## src/rtl/fetch_pkg.sv

```systemverilog
// Shared types and constants for the instruction fetch front-end.
// Entry layout pairs each fetched word with the PC it came from.
package fetch_pkg;

  localparam int FETCH_PC_W = 16;
  localparam int INSTR_W    = 16;
  localparam int OPC_W      = 4;
  localparam logic [OPC_W-1:0] OPC_HALT = 4'hF;

  typedef struct packed {
    logic [FETCH_PC_W-1:0] pc;
    logic [INSTR_W-1:0]    instr;
  } fetch_entry_t;

  function automatic logic is_halt(
    input logic [INSTR_W-1:0] w
  );
    return w[OPC_W-1:0] == OPC_HALT;
  endfunction

endpackage

```

## src/rtl/fetch_queue.sv

```systemverilog
// Synchronous FIFO of fetch entries between fetch and decode.
// Pointers carry one extra wrap bit so full and empty are distinct.
module fetch_queue
  import fetch_pkg::*;
#(
  parameter int QDEPTH = 4
) (
  input  logic                   clk,
  input  logic                   rst,
  input  logic                   flush,
  input  logic                   push,
  input  fetch_entry_t           push_data,
  input  logic                   pop,
  output fetch_entry_t           head,
  output logic [$clog2(QDEPTH):0] count
);

  localparam int AW = $clog2(QDEPTH);
  localparam int CW = AW + 1;

  fetch_entry_t mem [QDEPTH];
  logic [CW-1:0] wr_ptr;
  logic [CW-1:0] rd_ptr;
  logic          pop_fire;
  logic          full;

  assign count    = wr_ptr - rd_ptr;
  assign full     = count == CW'(QDEPTH);
  assign pop_fire = pop && (count != '0);
  assign head     = (count != '0) ? mem[rd_ptr[AW-1:0]] : '0;

  // Storage write; data needs no reset since count gates visibility.
  always_ff @(posedge clk) begin
    if (push && !flush) begin
      mem[wr_ptr[AW-1:0]] <= push_data;
    end
  end

  // Pointer update; flush and reset empty the queue outright.
  always_ff @(posedge clk) begin
    if (rst || flush) begin
      wr_ptr <= '0;
      rd_ptr <= '0;
    end else begin
      wr_ptr <= wr_ptr + CW'(push);
      rd_ptr <= rd_ptr + CW'(pop_fire);
    end
  end

  no_overflow: assert property (
    @(posedge clk) disable iff (rst)
    !(push && !flush && full && !pop)
  );

endmodule

```

## src/rtl/instr_fetch_unit.sv

```systemverilog
// Fetch stage: PC generation, 1-cycle imem return, redirect and halt.
// Issue is credit-limited so a returning word always has a queue slot.
module instr_fetch_unit
  import fetch_pkg::*;
#(
  parameter int              PC_W     = 16,
  parameter int              QDEPTH   = 4,
  parameter logic [PC_W-1:0] RESET_PC = '0
) (
  input  logic            clk,
  input  logic            rst,
  output logic            imem_req,
  output logic [PC_W-1:0] imem_addr,
  input  logic [15:0]     imem_rdata,
  output logic            out_valid,
  input  logic            out_ready,
  output logic [15:0]     out_instr,
  output logic [PC_W-1:0] out_pc,
  input  logic            redirect_valid,
  input  logic [PC_W-1:0] redirect_pc,
  output logic            halted
);

  localparam int CW = $clog2(QDEPTH) + 1;

  logic [PC_W-1:0] pc;
  logic [PC_W-1:0] inflight_addr;
  logic            inflight;
  logic            halt_seen;
  logic            halted_r;

  logic [CW-1:0]   count;
  logic [CW-1:0]   count_next;
  logic [CW:0]     occ;
  fetch_entry_t    head;
  fetch_entry_t    push_data;
  logic            push;
  logic            pop;
  logic            halt_next;
  logic            halted_next;

  fetch_queue #(
    .QDEPTH (QDEPTH)
  ) u_queue (
    .clk       (clk),
    .rst       (rst),
    .flush     (redirect_valid),
    .push      (push),
    .push_data (push_data),
    .pop       (out_ready),
    .head      (head),
    .count     (count)
  );

  assign imem_addr = pc;
  assign out_valid = count != '0;
  assign out_pc    = head.pc;
  assign out_instr = head.instr;
  assign halted    = halted_r;

  // Issue credit, return push and halt-drain prediction.
  always_comb begin
    occ       = {1'b0, count} + {{CW{1'b0}}, inflight};
    imem_req  = !rst && !redirect_valid && !halt_seen
                && (occ < (CW+1)'(QDEPTH));
    push      = !rst && inflight && !redirect_valid && !halt_seen;
    push_data = '{pc: inflight_addr, instr: imem_rdata};
    pop       = out_valid && out_ready;
    count_next  = count + CW'(push) - CW'(pop);
    halt_next   = halt_seen || (push && is_halt(imem_rdata));
    halted_next = halt_next && (count_next == '0) && !imem_req;
  end

  // PC, inflight tracking and halt state; redirect overrides all but reset.
  always_ff @(posedge clk) begin
    if (rst) begin
      pc            <= RESET_PC;
      inflight      <= 1'b0;
      inflight_addr <= '0;
      halt_seen     <= 1'b0;
      halted_r      <= 1'b0;
    end else if (redirect_valid) begin
      pc            <= redirect_pc;
      inflight      <= 1'b0;
      halt_seen     <= 1'b0;
      halted_r      <= 1'b0;
    end else begin
      if (imem_req) begin
        pc            <= pc + 1'b1;
        inflight_addr <= pc;
      end
      inflight  <= imem_req;
      halt_seen <= halt_next;
      halted_r  <= halted_next;
    end
  end

endmodule

```

## config.mk

```make
export PLATFORM = sky130hd
export DESIGN_NAME = instr_fetch_unit
export DESIGN_NICKNAME = d
export VERILOG_FILES = /design/src/rtl/fetch_pkg.sv /design/src/rtl/fetch_queue.sv /design/src/rtl/instr_fetch_unit.sv
export SDC_FILE = /design/constraint.sdc
export NUM_CORES = 1
export LEC_CHECK = 0
export ABC_AREA = 1
export CORE_MARGIN = 3
export CORE_UTILIZATION = 25
export CTS_BUF_LIST = sky130_fd_sc_hd__clkbuf_16
export DETAILED_ROUTE_END_ITERATION = 7
export GPL_ROUTABILITY_DRIVEN = 0
export PLACE_DENSITY_LB_ADDON = 0.1
export SLEW_MARGIN = 5
export SYNTH_ARGS = -nofsm -noshare
export SYNTH_HDL_FRONTEND = slang
export SYNTH_SLANG_ARGS = --single-unit
export TNS_END_PERCENT = 5
```

## constraint.sdc

```tcl
create_clock -name clk -period 9.9 [get_ports clk]
set_input_delay 1.485 -clock clk [delete_from_list [all_inputs] [get_ports clk]]
set_output_delay 1.485 -clock clk [all_outputs]
set_load 0.05 [all_outputs]
```

==> results.yml, run 1 <==
detailed_routing:
  firstDrtPassIters: 4
  drtAntennaViolNets: 0
  wire_per_inst_um: 15.6
  drc: 0
  via_per_inst: 4.42
  vias: 5238
  first_iter_violations: 261
  drt_wl_total_um: 18500
worst_setup_path:
  crit_fanout: 26
  r2r-end: "halted"
  reg2reg_slack_ps: 5630
  crit_slowest_cell: "clkdlybuf4s50_1"
  critPathLaunch: "redirect_valid"
  path_class: "primary input to primary output"
  worstPathRequired_ps: 8420
  max_stage_delay_ps: 920
  arrival_ps: 4290
  reg2reg_from: "u_queue.wr_ptr[0]"
  cp-start-kind: "primary input"
  endpoint_kind: "primary output"
  reg2reg_depth: 18
  path_cells: "clkdlybuf4s50_1, nor2_8, nand2_2, nor2_4, inv_2, nor2_4, clkdlybuf4s50_1"
min_path:
  whs_path_depth: 0
  hold_path_class: "register to register"
  worstHoldEndpoint: "u_queue.mem[3][26]"
  min_from: "inflight_addr[10]"
logic_synthesis:
  yosysWarningCount: 0
  yosysMostFrequentCell: "nand2_1"
  async_flop_share_pct: 0
  ys_ff_latch: 169
  synth_top_area_share_pct: 52.1
  synth_area_mm2: 0.00737
  syn_area_per_cell_um2: 10.4
  yosysSeqAreaShare_pct: 63.3
  synthFlopType: "edfxtp_1"
  synthDistinctLibCells: 32
  yosysTopAreaCell: "edfxtp_1"
  synth_nets: 757
  synth_edf_count: 128
  synth_common_cells: "nand2_1 (131), edfxtp_1 (128), nor2_1 (116), inv_1 (62), o21ai_0 (43)"
  syn_inst: 712
  synthTopCellsByArea: "edfxtp_1 (52%), dfxtp_1 (11%), nand2_1 (6.7%)"
cells_and_area:
  fin_area_mm2: 0.00925
  fillCellCount: 2941
  nNetsFinal: 834
  num_antenna_cells: 0
  utilization_pct: 32.1
  drive_above_1_share_pct: 9.98
  syn2layout_area_growth_pct: 25.5
power:
  ir_worst_vdd_mv: 0.118
  p_leak_nw: 3.39
  p_per_area_mw_per_mm2: 171
die:
  die-height_um: 178
  start_util_pct: 25.6
  row_count: 62
  die_w_um: 178
  num_io_pins: 87
  dieArea_mm2: 0.0316
  core_area_mm2: 0.0289
timing:
  timing.fmax_ghz: 0.173
  hold_viol_final: 0
  rsz0062_at_grt: "no"
  period_share_pct: 58.4
  setup_tns_ps: 0
  setup_violations: 0
  drv_slew: 0
  finClkSkew_ps: 9.70
  finalWorstSetupSlack_ps: 4120
  post-route-min-period_ps: 5780
  slew_headroom_pct: 44.3
  worst_pin_slew_ps: 833
global_routing:
  antenna_found_initial: 0
  grt.overflow.total: 0
  grt_pass1_vias: 5505
  grt_pass1_wl_um: 29500
  track_usage_pct: 12.2
  grt_max_degree: 67
clock_tree:
  cts_tree: "yes"
  cts_setup_buffers: 0
  cts_sinks: 169
  cts-hold-fix-buffers: 0
  cts_made_buffers: 17
  cts_max_level: 4
  clkSlewWorstSetupHoldPaths_ps: 60
  root_buffer: "clkbuf_16"
  worstSkewPairLatency_ps: 420
  post_cts_resize_count: 0
  cts_max_path_buffers: 2
place:
  numPortBuffers: 86
  place_area_mm2: 0.00863
  place_ws_ps: 4090
  hpwlAfterDp_um: 11200
run_status:
  status: "complete, no violations"
run:
  maxCapViolCount: 0
## final cells by class
class | instances | area, um2 | area share [%]
flip-flops and latches | 169 | 4670 | 50.4
multi-input cells | 443 | 2320 | 25.1
repair buffers | 94 | 921 | 9.95
well taps | 384 | 480 | 5.19
clock buffers | 17 | 425 | 4.60
inverters | 64 | 240 | 2.60
clock inverters | 15 | 199 | 2.15
## placed cells by master (no fill, tap or decap), drive strengths merged
| cell | Yosys | layout |
|---|---|---|
| nand2 | 146 | 146 |
| edfxtp | 128 | 128 |
| nor2 | 120 | 120 |
| clkdlybuf4s50 | 0 | 86 |
| inv | 63 | 69 |
| o21ai | 43 | 43 |
| dfxtp | 41 | 41 |
| nand3 | 40 | 40 |
| o32ai | 32 | 32 |
| a21oi | 29 | 29 |
| clkbuf | 17 | 17 |
| buf | 19 | 8 |
| ha | 7 | 7 |
| nand4 | 6 | 6 |
| xnor2 | 5 | 5 |
| nor3 | 5 | 5 |
| bufinv | 0 | 4 |
| clkinv | 1 | 4 |
| o21bai | 2 | 2 |
| nand3b | 2 | 2 |
| xor2 | 2 | 2 |
| fa | 2 | 2 |
| clkinvlp | 0 | 2 |
| and3 | 1 | 1 |
| nor4 | 1 | 1 |
## registers in the layout, indices dropped and copies added (netlist names)
register        flops
u_queue.mem       128
imem_addr          16
inflight_addr      16
u_queue.rd_ptr      3
u_queue.wr_ptr      3
halt_seen           1
halted              1
inflight            1
## worst max-delay path by stage
stage	slack, ps	end
2_1_floorplan	5320	u_queue.mem[0][0]
3_3_place_gp	4140	imem_req
3_5_place_dp	4090	imem_req
4_1_cts	4090	imem_req
5_1_grt	3900	imem_req
6_report	4120	imem_req
## kinds of logic (layout without fill, tap and decap cells)
family | Yosys count | count (layout) | synth area share [%]
xor gates and xnor gates | 7 | 7 | 0.832
DFF | 169 | 169 | 63.3
and+or+nand+nor | 321 | 321 | 18.9
AOI/OAI and AO/OA | 106 | 106 | 9.45
adders and majority gates | 9 | 9 | 1.73
buffers and inverters | 100 | 190 | 5.87
## critical path, delay by kind of cell
kind / cells / cell delay [ps]
simple gates: 4 / 970
buf+inv: 3 / 1820
## per-stage QoR
| stage | std cells | power, mW | hold WS (ps) |
|---|---|---|---|
| after floorplan | 712 | 0.857 | 455 |
| after global placement | 1154 | 0.900 | 486 |
| after detailed placement | 1154 | 0.901 | 503 |
| after CTS | 1186 | 1.60 | 524 |
| after global routing | 1186 | 1.64 | 548 |
| final | 1186 | 1.58 | 519 |
## where the power goes
| part | total, mW | switching [mW] | internal, mW |
|---|---|---|---|
| Clock | 0.698 | 0.274 | 0.424 |
| Combinational | 0.103 | 0.0649 | 0.0382 |
| Sequential | 0.782 | 0.0129 | 0.769 |
## layer usage
| metal | up-vias | track usage (%) | share of wire, % |
|---|---|---|---|
| li1 | 2587 | - | - |
| met1 | 2510 | 15.7 | 47 |
| met2 | 127 | 20.4 | 47 |
| met3 | 14 | 2.93 | 4.5 |
| met4 | 0 | 3.37 | 1.3 |
| met5 | - | 0 | 0 |
(Power assumes the default switching activity.)
==> inputs of run 2 (changes only) <==
==> constraint.sdc (replaced) <==
create_clock -name clk -period 5.3 [get_ports clk]
set_input_delay 0.795 -clock clk [delete_from_list [all_inputs] [get_ports clk]]
set_output_delay 0.795 -clock clk [all_outputs]
set_load 0.05 [all_outputs]
==> run 2 against run 1 <==
Sequential share of layout area decreased by 0.14 points. Clock-buffer cell count unchanged. Sequential power increased by 87%. Final cell count increased by 0.17%. Highest routed layer unchanged.
==> results.yml, run 2 (same netlist as run 1, synthesis figures left out) <==
worst_setup_path:
  arrival_ps: 3950
  r2r-end: "halted"
  reg2reg_slack_ps: 1150
  crit_top_cell: "nand2_1"
  max_stage_delay_ps: 720
  endpoint_kind: "primary output"
  path_class: "register to primary output"
  critPathLaunch: "u_queue.wr_ptr[0]"
  crit_fanout: 34
  crit_end: "out_pc[8]"
  worstPathRequired_ps: 4510
  cp-start-kind: "register"
  crit_slowest_cell: "nand3_2"
  reg2reg_depth: 18
  reg2reg_from: "u_queue.wr_ptr[0]"
  path_cells: "inv_1, ha_1, fa_1, inv_1, nand2_1, nand2_1, nand2_2, nand2_1, nand3_2, nand2_1, inv_1, clkdlybuf4s50_1"
clock_tree:
  cts_setup_buffers: 0
  cts_max_path_buffers: 2
  cts-hold-fix-buffers: 0
  root_buffer: "clkbuf_16"
  cts_made_buffers: 17
  clkSlewWorstSetupHoldPaths_ps: 70
  cts_max_level: 4
  cts_sinks: 169
  cts_tree: "yes"
  worstSkewPairLatency_ps: 420
  post_cts_resize_count: 0
place:
  hpwlAfterDp_um: 11500
  place_ws_ps: 928
  numPortBuffers: 86
  place_area_mm2: 0.00867
run_status:
  status: "complete, no violations"
die:
  start_util_pct: 25.6
  row_count: 62
  dieArea_mm2: 0.0316
  die_w_um: 178
  die-height_um: 178
  num_io_pins: 87
  core_area_mm2: 0.0289
timing:
  post-route-min-period_ps: 4750
  drv_slew: 0
  slew_headroom_pct: 32.5
  timing.fmax_ghz: 0.211
  finClkSkew_ps: 10.6
  worst_pin_slew_ps: 1010
  holdWs_ps: 523
  hold_viol_final: 0
  setup_tns_ps: 0
  period_share_pct: 89.5
  setup_violations: 0
  finalWorstSetupSlack_ps: 554
  rsz0062_at_grt: "no"
detailed_routing:
  wl_met1_um: 8640
  drc: 0
  drt_wl_total_um: 18300
  drtAntennaViolNets: 0
  first_iter_violations: 221
  met3WireLength_um: 648
  dr_wl_met2_um: 8820
  via_per_inst: 4.42
  vias: 5254
  wire_per_inst_um: 15.4
  routed.top_layer: "met4"
  firstDrtPassIters: 4
power:
  p_per_area_mw_per_mm2: 315
  seq_power_share_pct: 49.9
  power_switching_mw: 0.701
  ir_worst_vdd_mv: 0.189
  switching_share_pct: 24.0
  p_leak_nw: 3.40
  total_power_mw: 2.93
  p_int_mw: 2.23
  clkPwrFrac_pct: 43.5
  p_comb_share_pct: 6.6
min_path:
  min_from: "inflight_addr[5]"
  hold_path_class: "register to register"
cells_and_area:
  syn2layout_area_growth_pct: 25.8
  fillCellCount: 2971
  nNetsFinal: 836
  fin_area_mm2: 0.00928
  register_area_mm2: 0.00467
  multi_input_area_mm2: 0.00230
  final_common_cell: "nand2_1"
  num_antenna_cells: 0
  final_cell_mix: "nand2_1 (131), edfxtp_1 (128), nor2_1 (116)"
  drive_above_1_share_pct: 10.4
  largest_reg_flops: 128
global_routing:
  grt_pass1_wl_um: 28900
  grt_max_degree: 66
  track_usage_pct: 11.9
  antenna_found_initial: 0
  grt_pass1_vias: 5286
  grt.overflow.total: 0
run:
  maxCapViolCount: 0
## run 2: cell types whose count changed in the layout (fill, tap and decap cells not counted), moves of 2 or more
cell and delta:
nor3_2 +4, buf_12 +4, nor3_4 -4, buf_4 -2, bufinv_16 -2, inv_8 +5
## run 2: layout make-up
type,count,area share (%)
Clock buffer,17,4.58
Clock inverter,15,1.98
Inverter,64,2.59
Multi-Input combinational cell,443,24.7
Sequential cell,169,50.3
Tap cell,384,5.18
Timing Repair Buffer,96,10.6
## run 2: stage by stage
stage	cells	util, %
floorplan	712	-
detailed placement	1156	30.0
finish	1188	32.2
CTS	1188	32.2
global route	1188	32.2
global placement	1156	30.0
## run 2: worst min-delay path by stage
| stage | end | slack [ps] | depth (start not counted) |
|---|---|---|---|
| after global placement | u_queue.mem[3][28] | 480 | 0 |
| after global routing | u_queue.mem[1][21] | 540 | 0 |
| after floorplan | u_queue.mem[0][26] | 450 | 0 |
| after detailed placement | inflight_addr[8] | 510 | 2 |
| final | inflight_addr[5] | 520 | 2 |
| after CTS | inflight_addr[8] | 520 | 2 |
## run 2: worst max-delay path: cells and delay by family (launching register included)
family        cells  cell delay (ps)
buf+inv           4             1000
flops             1              440
fa+ha+maj         2              630
simple gates      6             1450
## run 2: power groups by stage
stage / sequential [mW] / clock (mW) / combinational (mW)
6_report: 1.46 / 1.27 / 0.193
5_1_grt: 1.46 / 1.38 / 0.210
4_1_cts: 1.46 / 1.32 / 0.197
3_5_place_dp: 1.49 / 0 / 0.196
3_3_place_gp: 1.49 / 0 / 0.195
2_1_floorplan: 1.51 / 0 / 0.0929
## run 2: layer usage
layer  vias up  track usage [%]
met4         0             3.60
met5         -                0
met2        88             20.8
met1      2546             14.7
met3        20             2.55
li1       2600                -
==> inputs of run 3 (changes only) <==
--- a/config.mk
+++ b/config.mk
@@ -7,7 +7,7 @@
 export LEC_CHECK = 0
 export ABC_AREA = 1
 export CORE_MARGIN = 3
-export CORE_UTILIZATION = 25
+export CORE_UTILIZATION = 50
 export CTS_BUF_LIST = sky130_fd_sc_hd__clkbuf_16
 export DETAILED_ROUTE_END_ITERATION = 7
 export GPL_ROUTABILITY_DRIVEN = 0
==> run 3 against run 2 <==
Non-clock buffer count is the same. Sequential power is essentially flat. Sequential share of layout area grew 1.8 points. Critical endpoint is now out_pc[5]. Final cell count shrank 17%. Highest routed layer unchanged. Wire length shrank 17%. Core utilization grew 31 points. Global-route usage grew 7.7 points. Hold slack lost 9.6 ps.
==> results.yml, run 3 (same netlist as run 1, synthesis figures left out) <==
timing:
  period_share_pct: 85.9
  worst_pin_slew_ps: 802
  timing.fmax_ghz: 0.220
  setup_tns_ps: 0
  slew_headroom_pct: 46.5
  finClkSkew_ps: 9.59
  hold_viol_final: 0
  setup_violations: 0
  drv_slew: 0
  finalWorstSetupSlack_ps: 746
  rsz0062_at_grt: "no"
  post-route-min-period_ps: 4550
detailed_routing:
  drtAntennaViolNets: 0
  wire_per_inst_um: 15.5
  first_iter_violations: 438
  drc: 0
  firstDrtPassIters: 4
  drt_wl_total_um: 15300
  via_per_inst: 5.32
  vias: 5238
worst_setup_path:
  crit_top_cell: "nand2_1"
  path_class: "register to primary output"
  max_stage_delay_ps: 700
  path_buf_inv: 4
  reg2reg_depth: 18
  worstPathRequired_ps: 4510
  cp-start-kind: "register"
  cp_top_family: "simple AND/OR/NAND/NOR gates"
  reg2reg_from: "u_queue.wr_ptr[0]"
  crit_slowest_cell: "clkdlybuf4s50_1"
  crit_fanout: 34
  endpoint_kind: "primary output"
  r2r-end: "halted"
  arrival_ps: 3760
  reg2reg_slack_ps: 1200
  path_cells: "inv_1, ha_1, fa_1, inv_1, nand2_1, nand2_1, nand2_2, nand2_1, nand3_2, nand2_1, inv_1, clkdlybuf4s50_1"
die:
  die_w_um: 127
  die-height_um: 127
  core_area_mm2: 0.0141
  row_count: 43
  num_io_pins: 87
  start_util_pct: 52.1
  dieArea_mm2: 0.0162
min_path:
  hold_path_class: "register to register"
  whs_path_depth: 0
  min_from: "inflight_addr[14]"
  worstHoldEndpoint: "u_queue.mem[0][30]"
cells_and_area:
  drive_above_1_share_pct: 10.3
  num_antenna_cells: 0
  final_common_cell: "nand2_1"
  nNetsFinal: 836
  syn2layout_area_growth_pct: 21.4
  multi_input_area_mm2: 0.00230
  final_cells: 984
  final_cell_mix: "nand2_1 (131), edfxtp_1 (128), nor2_1 (116)"
  fillCellCount: 1158
  register_area_mm2: 0.00467
  largest_reg_flops: 128
place:
  numPortBuffers: 86
  dp.cells: 952
  hpwlAfterDp_um: 9420
  place_ws_ps: 1160
clock_tree:
  cts_max_level: 4
  root_buffer: "clkbuf_16"
  post_cts_resize_count: 0
  cts_max_path_buffers: 2
  cts_sinks: 169
  cts-hold-fix-buffers: 0
  clkSlewWorstSetupHoldPaths_ps: 60
  cts_made_buffers: 17
  worstSkewPairLatency_ps: 420
  cts_setup_buffers: 0
  cts_tree: "yes"
global_routing:
  track_usage_pct: 19.6
  grt_pass1_wl_um: 25200
  grt_max_degree: 66
  antenna_found_initial: 0
  grt_pass1_vias: 5183
  grt.overflow.total: 0
power:
  p_leak_nw: 3.37
  p_per_area_mw_per_mm2: 318
  ir_worst_vdd_mv: 0.203
run:
  maxCapViolCount: 0
run_status:
  status: "complete, no violations"
## run 3: changes by cell type in the layout (fill, tap and decap cells not counted)
cell / change
buf_4: +4
clkinv_2: +1
inv_4: +1
clkbuf_16: +2
buf_12: -4
clkinv_1: +2
bufinv_16: -1
inv_8: -5
clkinvlp_4: +2
inv_1: -1
clkinv_8: -1
## run 3: worst max path at each step
| stage | from | end | slack (ps) | cells after the start |
|---|---|---|---|---|
| floorplan | rst | u_queue.mem[0][0] | 1410 | 4 |
| global placement | u_queue.wr_ptr[0] | out_pc[14] | 1240 | 12 |
| detailed placement | u_queue.wr_ptr[0] | out_pc[5] | 1160 | 12 |
| CTS | u_queue.wr_ptr[0] | out_pc[12] | 680 | 12 |
| global route | u_queue.wr_ptr[0] | out_pc[12] | 450 | 12 |
| finish | u_queue.wr_ptr[0] | out_pc[5] | 750 | 12 |
## run 3: cell type report
cell class                 instances  area share, %
clock buffer                      19           5.31
sequential                       169           52.1
clock inverter                    13           1.24
tap                              180           2.52
timing repair buffer              96           10.5
multi-input combinational        443           25.6
inverter                          64           2.68
## run 3: worst register-to-register path: stages, from the launching register on
cell and delay [ps]:
dfxtp_1 410, inv_1 120, ha_1 200, fa_1 420
inv_1 100, nand2_1 90, nand2_1 90, nand2_2 70
nand2_1 120, nand3_2 620, nand2_1 320, inv_1 80
nand2_1 110, nand2_1 70, ha_1 190, fa_1 400
a21oi_1 150, o21ai_0 100, nor4_1 300
## run 3: per-layer routing
layer / wire length (um) / vias up / global-route usage, % / share of wire (%)
li1: - / 2610 / - / -
met1: 6810 / 2505 / 25.9 / 45
met2: 7610 / 106 / 32.1 / 50
met3: 626 / 17 / 4.22 / 4.1
met4: 231 / 0 / 7.32 / 1.5
met5: 0 / - / 0 / 0
## run 3: power breakdown
part / switching [mW] / internal [mW] / total, mW
Clock: 0.494 / 0.702 / 1.20
Sequential: 0.0222 / 1.44 / 1.46
Combinational: 0.118 / 0.0722 / 0.191
Total: 0.635 / 2.21 / 2.85
## run 3: stage by stage
| stage | hold WS [ps] | instance area, um2 | util [%] | total power [mW] |
|---|---|---|---|---|
| 2_1_floorplan | 455 | 7370 | - | 1.60 |
| 3_3_place_gp | 492 | 8360 | 59.1 | 1.68 |
| 3_5_place_dp | 503 | 8360 | 59.1 | 1.68 |
| 4_1_cts | 518 | 8950 | 63.3 | 2.87 |
| 5_1_grt | 539 | 8950 | 63.3 | 2.94 |
| 6_report | 514 | 8950 | 63.3 | 2.85 |
